<file path="src/rtl/cdb_flash_pkg.sv">
// cdb_flash_pkg: FSM state encoding and default 48 MHz timing for the parallel-NOR flash controller
package cdb_flash_pkg;
  localparam logic [2:0] S_IDLE   = 3'd0;
  localparam logic [2:0] S_SETUP  = 3'd1;
  localparam logic [2:0] S_STROBE = 3'd2;
  localparam logic [2:0] S_HOLD   = 3'd3;
  localparam logic [2:0] S_BLANK  = 3'd4;
  localparam logic [2:0] S_POLL   = 3'd5;
  localparam logic [2:0] S_RESP   = 3'd6;
  localparam int ADDR_W_DEF        = 26;
  localparam int DATA_W_DEF        = 16;
  localparam int SETUP_CYC_DEF     = 1;
  localparam int RD_PULSE_CYC_DEF  = 5;
  localparam int WR_PULSE_CYC_DEF  = 3;
  localparam int HOLD_CYC_DEF      = 1;
  localparam int RDY_BLANK_CYC_DEF = 4;
  localparam int TIMEOUT_CYC_DEF   = 4800000;
  function automatic int max2(int a, int b);
    return a > b ? a : b;
  endfunction
endpackage

</file>
<file path="src/rtl/flash_bus_ctrl_if.sv">
// flash_bus_ctrl_if: request/response handshake plus flash pin bundle; slave is the controller side
interface flash_bus_ctrl_if import cdb_flash_pkg::*; #(
  parameter int ADDR_W = ADDR_W_DEF,
  parameter int DATA_W = DATA_W_DEF
);
  logic              req_valid;
  logic              req_ready;
  logic              req_write;
  logic              req_poll;
  logic [ADDR_W-1:0] req_addr;
  logic [DATA_W-1:0] req_wdata;
  logic              rsp_valid;
  logic [DATA_W-1:0] rsp_rdata;
  logic              rsp_timeout;
  logic [ADDR_W-1:0] flash_a;
  logic [DATA_W-1:0] flash_dq_o;
  logic              flash_dq_oe;
  logic [DATA_W-1:0] flash_dq_i;
  logic              flash_nce;
  logic              flash_noe;
  logic              flash_nwe;
  logic              flash_ready;
  modport master (
    output req_valid, req_write, req_poll, req_addr, req_wdata, flash_dq_i, flash_ready,
    input  req_ready, rsp_valid, rsp_rdata, rsp_timeout, flash_a, flash_dq_o, flash_dq_oe,
           flash_nce, flash_noe, flash_nwe
  );
  modport slave (
    input  req_valid, req_write, req_poll, req_addr, req_wdata, flash_dq_i, flash_ready,
    output req_ready, rsp_valid, rsp_rdata, rsp_timeout, flash_a, flash_dq_o, flash_dq_oe,
           flash_nce, flash_noe, flash_nwe
  );
endinterface

</file>
<file path="src/rtl/flash_ready_sync.sv">
// flash_ready_sync: 2-FF synchroniser for the flash R/nB line, resets to ready
module flash_ready_sync (
  input  logic clk,
  input  logic rst,
  input  logic d,
  output logic q
);
  logic meta;
  always_ff @(posedge clk or posedge rst)
    if (rst) {q, meta} <= 2'b11;
    else {q, meta} <= {meta, d};
endmodule

</file>
<file path="src/rtl/flash_bus_ctrl.sv">
// flash_bus_ctrl: turns single-word read/write requests into timed nCE/nOE/nWE cycles on a parallel-NOR flash
module flash_bus_ctrl import cdb_flash_pkg::*; #(
  parameter int ADDR_W        = ADDR_W_DEF,
  parameter int DATA_W        = DATA_W_DEF,
  parameter int SETUP_CYC     = SETUP_CYC_DEF,
  parameter int RD_PULSE_CYC  = RD_PULSE_CYC_DEF,
  parameter int WR_PULSE_CYC  = WR_PULSE_CYC_DEF,
  parameter int HOLD_CYC      = HOLD_CYC_DEF,
  parameter int RDY_BLANK_CYC = RDY_BLANK_CYC_DEF,
  parameter int TIMEOUT_CYC   = TIMEOUT_CYC_DEF
) (
  input logic             clk_48mhz,
  input logic             internal_rst,
  flash_bus_ctrl_if.slave bus
);
  localparam int PH_MAX = max2(max2(max2(SETUP_CYC, RD_PULSE_CYC), max2(WR_PULSE_CYC, HOLD_CYC)), RDY_BLANK_CYC);
  localparam int PH_W   = $clog2(PH_MAX + 1);
  localparam int TO_W   = $clog2(TIMEOUT_CYC + 1);
  logic [2:0]      state;
  logic [PH_W-1:0] cnt;
  logic [PH_W-1:0] lim;
  logic [TO_W-1:0] wcnt;
  logic [TO_W-1:0] wcnt_nxt;
  logic            wr;
  logic            poll;
  logic            rdy_s;
  logic            last;
  flash_ready_sync u_sync (.clk(clk_48mhz), .rst(internal_rst), .d(bus.flash_ready), .q(rdy_s));
  always_comb begin
    lim = state == S_SETUP  ? PH_W'(SETUP_CYC - 1) :
          state == S_STROBE ? (wr ? PH_W'(WR_PULSE_CYC - 1) : PH_W'(RD_PULSE_CYC - 1)) :
          state == S_HOLD   ? PH_W'(HOLD_CYC - 1) : PH_W'(RDY_BLANK_CYC - 1);
    last = cnt == lim;
    wcnt_nxt = wcnt == TO_W'(TIMEOUT_CYC) ? wcnt : wcnt + 1'b1;
  end
  always_ff @(posedge clk_48mhz or posedge internal_rst) begin
    if (internal_rst) begin
      state            <= S_IDLE;
      cnt              <= '0;
      wcnt             <= '0;
      wr               <= 1'b0;
      poll             <= 1'b0;
      bus.req_ready    <= 1'b1;
      bus.rsp_valid    <= 1'b0;
      bus.rsp_rdata    <= '0;
      bus.rsp_timeout  <= 1'b0;
      bus.flash_a      <= '0;
      bus.flash_dq_o   <= '0;
      bus.flash_dq_oe  <= 1'b0;
      bus.flash_nce    <= 1'b1;
      bus.flash_noe    <= 1'b1;
      bus.flash_nwe    <= 1'b1;
    end else begin
      cnt           <= (state == S_IDLE || state == S_POLL || state == S_RESP || last) ? '0 : cnt + 1'b1;
      bus.rsp_valid <= 1'b0;
      case (state)
        S_IDLE: if (bus.req_valid && bus.req_ready) begin
          state           <= S_SETUP;
          bus.req_ready   <= 1'b0;
          wr              <= bus.req_write;
          poll            <= bus.req_write & bus.req_poll;
          bus.rsp_timeout <= 1'b0;
          bus.flash_a     <= bus.req_addr[ADDR_W-1:0];
          bus.flash_nce   <= 1'b0;
          if (bus.req_write) begin
            bus.flash_dq_o  <= bus.req_wdata[DATA_W-1:0];
            bus.flash_dq_oe <= 1'b1;
          end
        end
        S_SETUP: if (last) begin
          state         <= S_STROBE;
          bus.flash_noe <= wr;
          bus.flash_nwe <= !wr;
        end
        S_STROBE: if (last) begin
          state         <= S_HOLD;
          bus.flash_noe <= 1'b1;
          bus.flash_nwe <= 1'b1;
          if (!wr) bus.rsp_rdata <= bus.flash_dq_i;
        end
        S_HOLD: if (last) begin
          state           <= poll ? S_BLANK : S_RESP;
          bus.rsp_valid   <= !poll;
          bus.flash_nce   <= 1'b1;
          bus.flash_dq_oe <= 1'b0;
          wcnt            <= TO_W'(1);
        end
        S_BLANK: begin
          wcnt <= wcnt_nxt;
          if (last) state <= S_POLL;
        end
        S_POLL: begin
          wcnt <= wcnt_nxt;
          // ready wins over a timeout that expires in the same cycle
          if (rdy_s || wcnt >= TO_W'(TIMEOUT_CYC)) begin
            state           <= S_RESP;
            bus.rsp_valid   <= 1'b1;
            bus.rsp_timeout <= !rdy_s;
          end
        end
        S_RESP: begin
          state         <= S_IDLE;
          bus.req_ready <= 1'b1;
        end
        default: state <= S_IDLE;
      endcase
    end
  end
endmodule

</file>
<file path="src/flat_wrapper.sv">
// flat-port wrapper written by rule: the top's interface ports become plain ports
module flash_bus_ctrl_flat import cdb_flash_pkg::*;
#(
  parameter int ADDR_W        = ADDR_W_DEF,
  parameter int DATA_W        = DATA_W_DEF,
  parameter int SETUP_CYC     = SETUP_CYC_DEF,
  parameter int RD_PULSE_CYC  = RD_PULSE_CYC_DEF,
  parameter int WR_PULSE_CYC  = WR_PULSE_CYC_DEF,
  parameter int HOLD_CYC      = HOLD_CYC_DEF,
  parameter int RDY_BLANK_CYC = RDY_BLANK_CYC_DEF,
  parameter int TIMEOUT_CYC   = TIMEOUT_CYC_DEF
)
  (clk_48mhz, internal_rst, bus_req_valid, bus_req_write, bus_req_poll, bus_req_addr, bus_req_wdata, bus_flash_dq_i, bus_flash_ready, bus_req_ready, bus_rsp_valid, bus_rsp_rdata, bus_rsp_timeout, bus_flash_a, bus_flash_dq_o, bus_flash_dq_oe, bus_flash_nce, bus_flash_noe, bus_flash_nwe);
  flash_bus_ctrl_if #(.ADDR_W(ADDR_W), .DATA_W(DATA_W)) bus_i ();
  input logic clk_48mhz;
  input logic internal_rst;
  input wire logic [$bits(bus_i.req_valid)-1:0] bus_req_valid;
  input wire logic [$bits(bus_i.req_write)-1:0] bus_req_write;
  input wire logic [$bits(bus_i.req_poll)-1:0] bus_req_poll;
  input wire logic [$bits(bus_i.req_addr)-1:0] bus_req_addr;
  input wire logic [$bits(bus_i.req_wdata)-1:0] bus_req_wdata;
  input wire logic [$bits(bus_i.flash_dq_i)-1:0] bus_flash_dq_i;
  input wire logic [$bits(bus_i.flash_ready)-1:0] bus_flash_ready;
  output wire logic [$bits(bus_i.req_ready)-1:0] bus_req_ready;
  output wire logic [$bits(bus_i.rsp_valid)-1:0] bus_rsp_valid;
  output wire logic [$bits(bus_i.rsp_rdata)-1:0] bus_rsp_rdata;
  output wire logic [$bits(bus_i.rsp_timeout)-1:0] bus_rsp_timeout;
  output wire logic [$bits(bus_i.flash_a)-1:0] bus_flash_a;
  output wire logic [$bits(bus_i.flash_dq_o)-1:0] bus_flash_dq_o;
  output wire logic [$bits(bus_i.flash_dq_oe)-1:0] bus_flash_dq_oe;
  output wire logic [$bits(bus_i.flash_nce)-1:0] bus_flash_nce;
  output wire logic [$bits(bus_i.flash_noe)-1:0] bus_flash_noe;
  output wire logic [$bits(bus_i.flash_nwe)-1:0] bus_flash_nwe;
  assign bus_i.req_valid = bus_req_valid;
  assign bus_i.req_write = bus_req_write;
  assign bus_i.req_poll = bus_req_poll;
  assign bus_i.req_addr = bus_req_addr;
  assign bus_i.req_wdata = bus_req_wdata;
  assign bus_i.flash_dq_i = bus_flash_dq_i;
  assign bus_i.flash_ready = bus_flash_ready;
  assign bus_req_ready = bus_i.req_ready;
  assign bus_rsp_valid = bus_i.rsp_valid;
  assign bus_rsp_rdata = bus_i.rsp_rdata;
  assign bus_rsp_timeout = bus_i.rsp_timeout;
  assign bus_flash_a = bus_i.flash_a;
  assign bus_flash_dq_o = bus_i.flash_dq_o;
  assign bus_flash_dq_oe = bus_i.flash_dq_oe;
  assign bus_flash_nce = bus_i.flash_nce;
  assign bus_flash_noe = bus_i.flash_noe;
  assign bus_flash_nwe = bus_i.flash_nwe;
  flash_bus_ctrl #(.ADDR_W(ADDR_W), .DATA_W(DATA_W), .SETUP_CYC(SETUP_CYC), .RD_PULSE_CYC(RD_PULSE_CYC), .WR_PULSE_CYC(WR_PULSE_CYC), .HOLD_CYC(HOLD_CYC), .RDY_BLANK_CYC(RDY_BLANK_CYC), .TIMEOUT_CYC(TIMEOUT_CYC)) u_core (.clk_48mhz(clk_48mhz), .internal_rst(internal_rst), .bus(bus_i));
endmodule
</file>
<file path="config.mk">
export PLATFORM = sky130hd
export DESIGN_NAME = flash_bus_ctrl_flat
export DESIGN_NICKNAME = d
export VERILOG_FILES = /design/src/rtl/cdb_flash_pkg.sv /design/src/rtl/flash_bus_ctrl_if.sv /design/src/rtl/flash_ready_sync.sv /design/src/rtl/flash_bus_ctrl.sv /design/src/flat_wrapper.sv
export SDC_FILE = /design/constraint.sdc
export NUM_CORES = 1
export LEC_CHECK = 0
export ABC_AREA = 1
export CAP_MARGIN = 20
export CORE_AREA = 2 2 81 122
export CTS_BUF_LIST = sky130_fd_sc_hd__clkbuf_16
export CTS_CLUSTER_SIZE = 30
export DETAILED_ROUTE_END_ITERATION = 7
export DIE_AREA = 0 0 83 124
export PLACE_DENSITY = 0.94
export SYNTH_ARGS = -nofsm -noshare
export SYNTH_HDL_FRONTEND = slang
export SYNTH_HIERARCHICAL = 1
export SYNTH_SLANG_ARGS = --single-unit
</file>
<file path="constraint.sdc">
create_clock -name clk_48mhz -period 7.4 [get_ports clk_48mhz]
set_clock_uncertainty 0.2 [all_clocks]
set_input_delay 0.74 -clock clk_48mhz [delete_from_list [all_inputs] [get_ports clk_48mhz]]
set_output_delay 0.74 -clock clk_48mhz [all_outputs]
set_load 0.05 [all_outputs]
</file>
==> Word level (Yosys, flattened, before mapping) <==
Index checks and enable logic that the tools add are counted.
{ "totals": {"ff_bits": 98, "inputBits": 64, "word_cells": 96} }
{ "classes": {"addsub": 2, "order_cmp": 1, "eq_ne": 16, "muxes": 33, "n_bitwise": 2, "reduce_logical": 25} }
{ "op_table": {"columns": ["op", "n"], "rows": [
  ["$mux W23", 2],
  ["$pmux W23 S2", 1],
  ["$mux W3", 10],
  ["$add A23 B1 Y23 const B", 1],
  ["$eq A23 B23 Y1 const B", 1],
  ["$ge A23 B23 Y1 const B", 1],
  ["$pmux W3 S6", 1],
  ["$reduce_and A3 Y1", 6],
  ["$pmux W1 S2", 7],
  ["$mux W1", 10],
  ["$reduce_bool A2 Y1", 5],
  ["$eq A3 B3 Y1 const B", 3],
  ["$ne A2 B1 Y1 const B", 4],
  ["$ne A2 B2 Y1 const B", 4],
  ["$eq A3 B2 Y1 const B", 2],
  ["$reduce_and A6 Y1", 1],
  ["$logic_or A1 B1 Y1", 4],
  ["$mux W2", 2],
  ["$reduce_and A2 Y1", 2],
  ["$reduce_and A4 Y1", 1],
  ["$add A3 B1 Y3 const B", 1],
  ["$eq A3 B1 Y1 const B", 1],
  ["$eq A3 B3 Y1", 1],
  ["$logic_not A1 Y1", 3],
  ["5 further kinds", 5]
]} }

==> Logic depth before layout (Yosys ltp) <==
Gate-level depths: netlist (run 1).
{ "logic_depth": {"ltp_word": 7, "mapped_depth": 13, "depth_no_buf": 11} }

==> By module <==
The synthesis (run 1) kept the hierarchy.
{ "by_module_without_submodules": {"columns": ["mod", "instances", "cells_each", "area_per_inst_um2", "seq_area_each_um2"], "rows": [
  ["flash_bus_ctrl", 1, 601, 4759.6, 2407.3],
  ["flash_ready_sync", 1, 3, 56.3, 52.6]
]} }

==> Worst setup path before layout (run 1) <==
OpenSTA, ideal clock, no wires.
{ "synth_timing": {"path_type": "input port to flip-flop", "from": "in bus_req_valid", "to": "reg u_core.bus.flash_dq_o[4]", "arrival_ps": 1537, "setup_slack_ps": 5538, "cell_stages": 5, "path_buffers": 1, "path_cell_list": "nand3_1 > inv_2 > nand2_4 > buf_2 > mux2_2"} }
{ "synth_between": {"elab_chain_len": 2} }
{ "synth_lines": {"columns": ["element", "line", "text"], "rows": [
  ["start: declaration", "flat_wrapper.sv:17", "input wire logic [$bits(bus_i.req_valid)-1:0] bus_req_valid;"],
  ["$logic_and A1 B1 Y1", "flash_bus_ctrl.sv:57", "S_IDLE: if (bus.req_valid && bus.req_ready) begin"],
  ["$reduce_and A3 Y1 (no line)", null, null],
  ["end signal: assignment", "flash_bus_ctrl.sv:66", "bus.flash_dq_o <= bus.req_wdata[DATA_W-1:0];"],
  ["end: declaration", "flash_bus_ctrl_if.sv:30", "output req_ready, rsp_valid, rsp_rdata, rsp_timeout, flash_a, flash_dq_o, flash_dq_oe,"]
]} }
Every way passes these cells.
A chain may end at the register's enable or synchronous reset.

==> Worst setup path in the final report (run 1) <==
{ "layout_timing": {"from": "in bus_req_valid", "to": "reg u_core.bus.flash_dq_o[0]"} }
The elaborated chain is that of the path after synthesis.

==> results.ini, run 1 <==
[sta]
finalSetupViolations=0
fmax_ghz=0.2845
min_period_ns=3.515
worst_hold_slack_ns=0.1567
fin_tns_setup_ns=0
post-route-period-util_pct=47.51
worst_slew_pin_slew_ns=1.086
rsz0062_at_grt=no
slew_headroom_pct=27.39
drv_slew=0
finalWorstSetupSlack_ns=3.885
hold_violations=0

[global_routing]
antenna_found_initial=0
grt_pass1_wl_microns=23340
grt_pass1_vias=4630
grt_max_degree=64
gr-total-overflow=0
grt_use_total_pct=29.29

[detailed_routing]
num_vias=4651
first_pass_iters=6
routed_via_density=5.511
drt.antenna.violating_nets=0
drtIter0Drc=379
wl_per_cell_microns=17.23
drc=0
wirelength_microns=14550

[setup_path]
crit_path_end=u_core/bus.flash_dq_o[0]
rrSetupSlack_ns=3.99
r2r_start=u_core/state[1]
reg2reg_depth=7
startpoint=bus_req_valid
crit_path_max_fanout=31
worstReg2RegEnd=u_core/bus.flash_dq_o[0]
crit_type=in -> reg
cp-start-kind=primary input
required_ns=7.43
cp.arrival_ns=3.55
endpoint_kind=flip-flop

[die]
rows=43
fp.coreArea_sq_mm=0.009200
die_w_microns=83
die_h_microns=124
ios=129
initial_utilization_pct=52.35
die_area_sq_mm=0.01029

[clock_tree]
cts_tree=built
cts_hold_buf=0
cts_max_path_buffers=2
cts-htree-levels=3
cts_resized=0
postCtsSetupRepairBufs=0
cts_buffers=9
clkSinkCount=98
clock_latency_ns=0.35
clk_pin_slew_ns=0.07
cts_root_buf=clkbuf_16

[logic_synthesis]
ys_types=33
ys_top_cells_by_area=dfrtp_1 48%, nand2_1 21%, nand3_1 5.1%
synthCells=604
ys_warn_count=6
synth_area_leader_cell=dfrtp_1
synth.cell_area_sq_mm=0.004816
syn_nets=671
avgSynthCellArea_sq_um=7.973
netlist.area_leader.share_pct=47.80
synth.yosys.seq_area_share_pct=51.08
ys_seq_elements=98

[placed_design]
dp.cells=829
dp_hpwl_microns=10210
portBuffers=128
gp_congestion=0.9205
pre_cts_ws_ns=3.631
placed_area_sq_mm=0.006146

[worst_hold_path]
hold_path_class=reg -> reg
min_from=u_core/u_sync/meta

[final_layout]
n_fill_cell=626
design_area_sq_mm=0.006409
seqCellArea_sq_mm=0.002460
final_cells=844
syn_to_final_growth_pct=33.07
diodes=0
nets=795
multi_input_area_sq_mm=0.002096
drive_above_1_share_pct=8.197

[power]
peakVddDrop_uv=370.4
power_density_mw_per_mm2=423.4
p_leak_nw=3.052

[run]
drv_cap=0

[outcome]
outcome=completed

flip-flops by register name, indices dropped and copies added (netlist names):
register,flops
u_core/u_sync/meta,1
u_core/bus.rsp_rdata,16
u_core/cnt,3
u_core/wcnt,23
u_core/bus.flash_nwe,1
u_core/bus.flash_noe,1
u_core/bus.rsp_timeout,1
u_core/bus.flash_a,26
u_core/bus.flash_nce,1
u_core/bus.flash_dq_o,16
u_core/u_sync/q,1
u_core/bus.rsp_valid,1
u_core/bus.req_ready,1
u_core/poll,1
u_core/bus.flash_dq_oe,1
u_core/wr,1
u_core/state,3
cells by family (layout without fill, tap and decap cells):
family | count (synthesis) | in the layout | synth area share (%)
muxes | 16 | 16 | 3.741
AOI/OAI and AO/OA | 13 | 13 | 1.455
xor gates and xnor gates | 9 | 9 | 1.637
DFF | 98 | 98 | 51.08
adders and majority gates | 3 | 3 | 0.7795
buffers and inverters | 58 | 186 | 5.404
and+or+nand+nor | 407 | 407 | 35.91
cells in the mapped netlist:
master / number
a21oi_1: 4
and2_1: 1
buf_1: 1
buf_2: 3
buf_4: 3
buf_6: 3
clkbuf_1: 4
clkbuf_2: 2
dfrtp_1: 92
dfstp_2: 6
ha_1: 3
inv_1: 36
inv_2: 5
inv_4: 1
mux2_1: 5
mux2_2: 11
nand2_1: 274
nand2_2: 5
nand2_4: 4
nand3_1: 49
nand3_2: 1
nand3b_1: 4
nand4_1: 6
nor2_1: 48
nor2_2: 4
nor2_4: 3
nor3_1: 3
nor3_4: 1
o21ai_0: 7
o21bai_1: 2
or2_2: 4
xnor2_1: 2
xor2_1: 7
power breakdown:
part | total [W] | internal [W] | switching (W)
sequential | 0.000857 | 0.000718 | 0.000139
combinational | 0.00143 | 0.000438 | 0.000993
clock | 0.000425 | 0.000224 | 0.000201
cell type report:
class	instances	area share, %
clock inverters	6	0.5857
repair buffers	129	20.11
clock buffers	9	3.514
multi-input cells	448	32.70
well taps	112	2.187
flip-flops and latches	98	38.38
inverters	42	2.519
placed cells by master, fill, tap and decap left out, types with 3 or more instances in the layout:
cell type and n:
nor2_1 48, nor2_4 3, clkbuf_16 9, nand3b_1 4, ha_1 3, mux2_2 11, or2_2 4, inv_2 5
clkdlybuf4s50_1 128, nand2_1 274, nand2_4 4, dfstp_2 6, o21ai_0 7, a21oi_1 4, inv_1 37, xor2_1 7
nor3_1 3, nor2_2 4, mux2_1 5, nand4_1 6, dfrtp_1 92, nand3_1 49, nand2_2 5
worst min-delay path by stage:
stage | end | slack (ns) | cells past startpoint
after detailed placement | u_core/u_sync/q | 0.15 | 0
after global placement | u_core/u_sync/q | 0.15 | 0
final | u_core/u_sync/q | 0.16 | 0
after floorplan | u_core/u_sync/q | 0.15 | 0
after global routing | u_core/u_sync/q | 0.16 | 0
after CTS | u_core/u_sync/q | 0.16 | 0
routing by layer:
metal | up-vias | GRT usage (%) | routed length, microns
li1 | 2128 | - | -
met1 | 2226 | 31.83 | 5143
met2 | 251 | 53.68 | 7644
met3 | 46 | 6.693 | 1136
met4 | 0 | 14.65 | 621
met5 | - | 0 | 0
critical path, stage by stage:
cell and delay, ns:
clkdlybuf4s50_1 0.51, nand3_1 0.78, inv_2 0.82, nand2_4 0.29
mux2_1 0.39
through the flow:
step           power, W  utilization [%]
6_report       0.002713            69.66
5_1_grt        0.002829            69.66
4_1_cts        0.002708            69.66
3_5_place_dp   0.002250            66.80
3_3_place_gp   0.002191            66.80
2_1_floorplan  0.001777                -
No activity file was read; power rests on OpenSTA's default activity.
==> run 2, diff against run 1 <==
CORE_AREA = 2 2 84 127   (was 2 2 81 122)
DIE_AREA = 0 0 86 129   (was 0 0 83 124)
PLACE_DENSITY = 0.89   (was 0.94)
clock period = 3.5 ns   (was 7.4 ns; I/O delays follow)
==> run 2 against run 1 <==
Net effect:
- count of clock-buffer cells in the layout did not move
- combinational power is 110% higher
- utilization decreased by 4.6 points
- flip-flop and latch count is the same
==> results.ini, run 2 (same netlist as run 1, synthesis figures left out) <==
[sta]
finalSetupViolations=0  ; unchanged
fmax_ghz=0.4201
worst_slew_pin_slew_ns=0.6871  ; -0.3990 ns
slew_headroom_pct=53.84  ; +26 points
min_period_ns=2.380
fin_tns_setup_ns=0  ; unchanged
post-route-period-util_pct=68.01
drv_slew=0  ; unchanged
hold_violations=0  ; unchanged
rsz0062_at_grt=no

[die]
die_h_microns=129  ; +4.0%
die_w_microns=86  ; +3.6%
ios=129  ; unchanged
fp.coreArea_sq_mm=0.009966  ; +8.3%
die_area_sq_mm=0.01109  ; +7.8%
rows=45  ; +4.7%
initial_utilization_pct=48.32  ; -4.0 points

[detailed_routing]
first_pass_iters=5  ; -1
drc=0  ; unchanged
routed_via_density=5.170  ; -6.2%
drtIter0Drc=230  ; -39%
wirelength_microns=13040  ; -10%
num_vias=4405  ; -5.3%
wl_per_cell_microns=15.31  ; -11%
drt.antenna.violating_nets=0  ; unchanged

[clock_tree]
clock_latency_ns=0.34  ; about the same
cts_max_path_buffers=2  ; unchanged
clkSinkCount=98  ; unchanged
cts_buffers=9  ; unchanged
cts_root_buf=clkbuf_16
cts-htree-levels=3  ; unchanged
cts_tree=built
clk_pin_slew_ns=0.07  ; about the same
postCtsSetupRepairBufs=0  ; unchanged
cts_hold_buf=0  ; unchanged
cts_resized=0  ; unchanged

[final_layout]
largest_register=u_core/bus.flash_a
nets=797  ; +0.25%
syn_to_final_growth_pct=34.58
top_regs=u_core/bus.flash_a (26), u_core/wcnt (23)
fin_util_pct=65.03  ; -4.6 points
layout_common_cells=274 x nand2_1, 128 x clkdlybuf4s50_1, 92 x dfrtp_1
largest_reg_flops=26  ; unchanged
diodes=0  ; unchanged
design_area_sq_mm=0.006481  ; +1.1%
final_common_cell=nand2_1
final_cells=852  ; +0.95%
drive_above_1_share_pct=8.707  ; +0.51 points

[power]
power_density_mw_per_mm2=885.9  ; +110%
p_switching_w=0.002734  ; +110%
seqPwrFrac_pct=31.0  ; -0.6 points
p_int_w=0.003008  ; +120%
peakVddDrop_uv=756.3  ; +100%
clkPwrFrac_pct=17.5  ; +1.8 points
p_comb_share_pct=51.5  ; -1.3 points
p_sw_share_pct=47.62  ; -1.5 points
report.power.total_w=0.005742  ; +110%
p_leak_nw=3.069  ; +0.57%

[worst_hold_path]
hold_path_class=reg -> reg

[global_routing]
grt_pass1_wl_microns=21010  ; -10%
antenna_found_initial=0  ; unchanged
grt_pass1_vias=4436  ; -4.2%
gr-total-overflow=0  ; unchanged
grt_use_total_pct=24.28  ; -5.0 points
grt_max_degree=46  ; -28%

[setup_path]
endpoint_kind=flip-flop
cp.buffers_inverters=1  ; -1
crit_type=reg -> reg
required_ns=3.53  ; -3.90 ns
crit_slowest_cell=dfrtp_1
cp-start-kind=flip-flop
critPathMaxStageDelay_ns=0.58  ; -0.24 ns
crit_chain=inv_2, nand2_1, nand2_1, nand2_1, nand2_2, nor2_2, nand2_2, nand2_2, nand2_4, nand2_1, nand2_1
crit_path_frequent_cell=nand2_1
cpLargestDelayFamily=simple AND/OR/NAND/NOR gates
crit_path_max_fanout=23  ; -26%
cp.arrival_ns=2.41  ; -1.14 ns

[placed_design]
dp.cells=836  ; +0.84%
placed_area_sq_mm=0.006180  ; +0.55%
dp_hpwl_microns=9605  ; -6.0%
gp_congestion=0.8716  ; -5.3%
portBuffers=128  ; unchanged

[run]
drv_cap=0  ; unchanged

[outcome]
outcome=completed

## run 2: final timing paths
| path | from | end | slack (ns) | depth (start not counted) |
|---|---|---|---|---|
| worst min-delay path | u_core/u_sync/meta | u_core/u_sync/q | 0.16 | 0 |
| worst min register to register | u_core/u_sync/meta | u_core/u_sync/q | 0.16 | 0 |
| min in group asynchronous | internal_rst | u_core/u_sync/q | 0.19 | 2 |
| max in group asynchronous | internal_rst | u_core/wr | 2.19 | 3 |
| worst max-delay path | u_core/state[2] | u_core/wcnt[9] | 1.12 | 11 |
| worst max register to register | u_core/state[2] | u_core/wcnt[9] | 1.12 | 11 |
## run 2: power groups by stage
stage,sequential [W],clock (W),combinational (W)
6_report,0.00178,0.00101,0.00295
4_1_cts,0.00178,0.00103,0.00296
3_3_place_gp,0.00177,0,0.00287
2_1_floorplan,0.00283,0,0.000930
5_1_grt,0.00182,0.00108,0.00313
3_5_place_dp,0.00178,0,0.00295
## run 2: layout make-up
class / instances / area (sq um)
Fill cell: 758 / 3485
Sequential cell: 98 / 2460
Multi-Input combinational cell: 448 / 2096
Timing Repair Buffer: 131 / 1316
Clock buffer: 9 / 225.2
Inverter: 42 / 161.4
Tap cell: 117 / 146.4
Clock inverter: 7 / 76.32
## run 2: stage by stage
step | setup WS [ns] | hold WS [ns]
finish | 1.120 | 0.1559
global placement | 1.188 | 0.1486
floorplan | 0.4512 | 0.06150
global route | 0.9645 | 0.1659
CTS | 1.152 | 0.1576
detailed placement | 1.120 | 0.1504
## run 2: layer usage
metal,track usage [%],share of wire [%],vias up
li1,-,-,2123
met1,27.50,38,2073
met2,41.91,52,183
met3,6.286,7.2,26
met4,12.23,3.2,0
met5,0,0,-
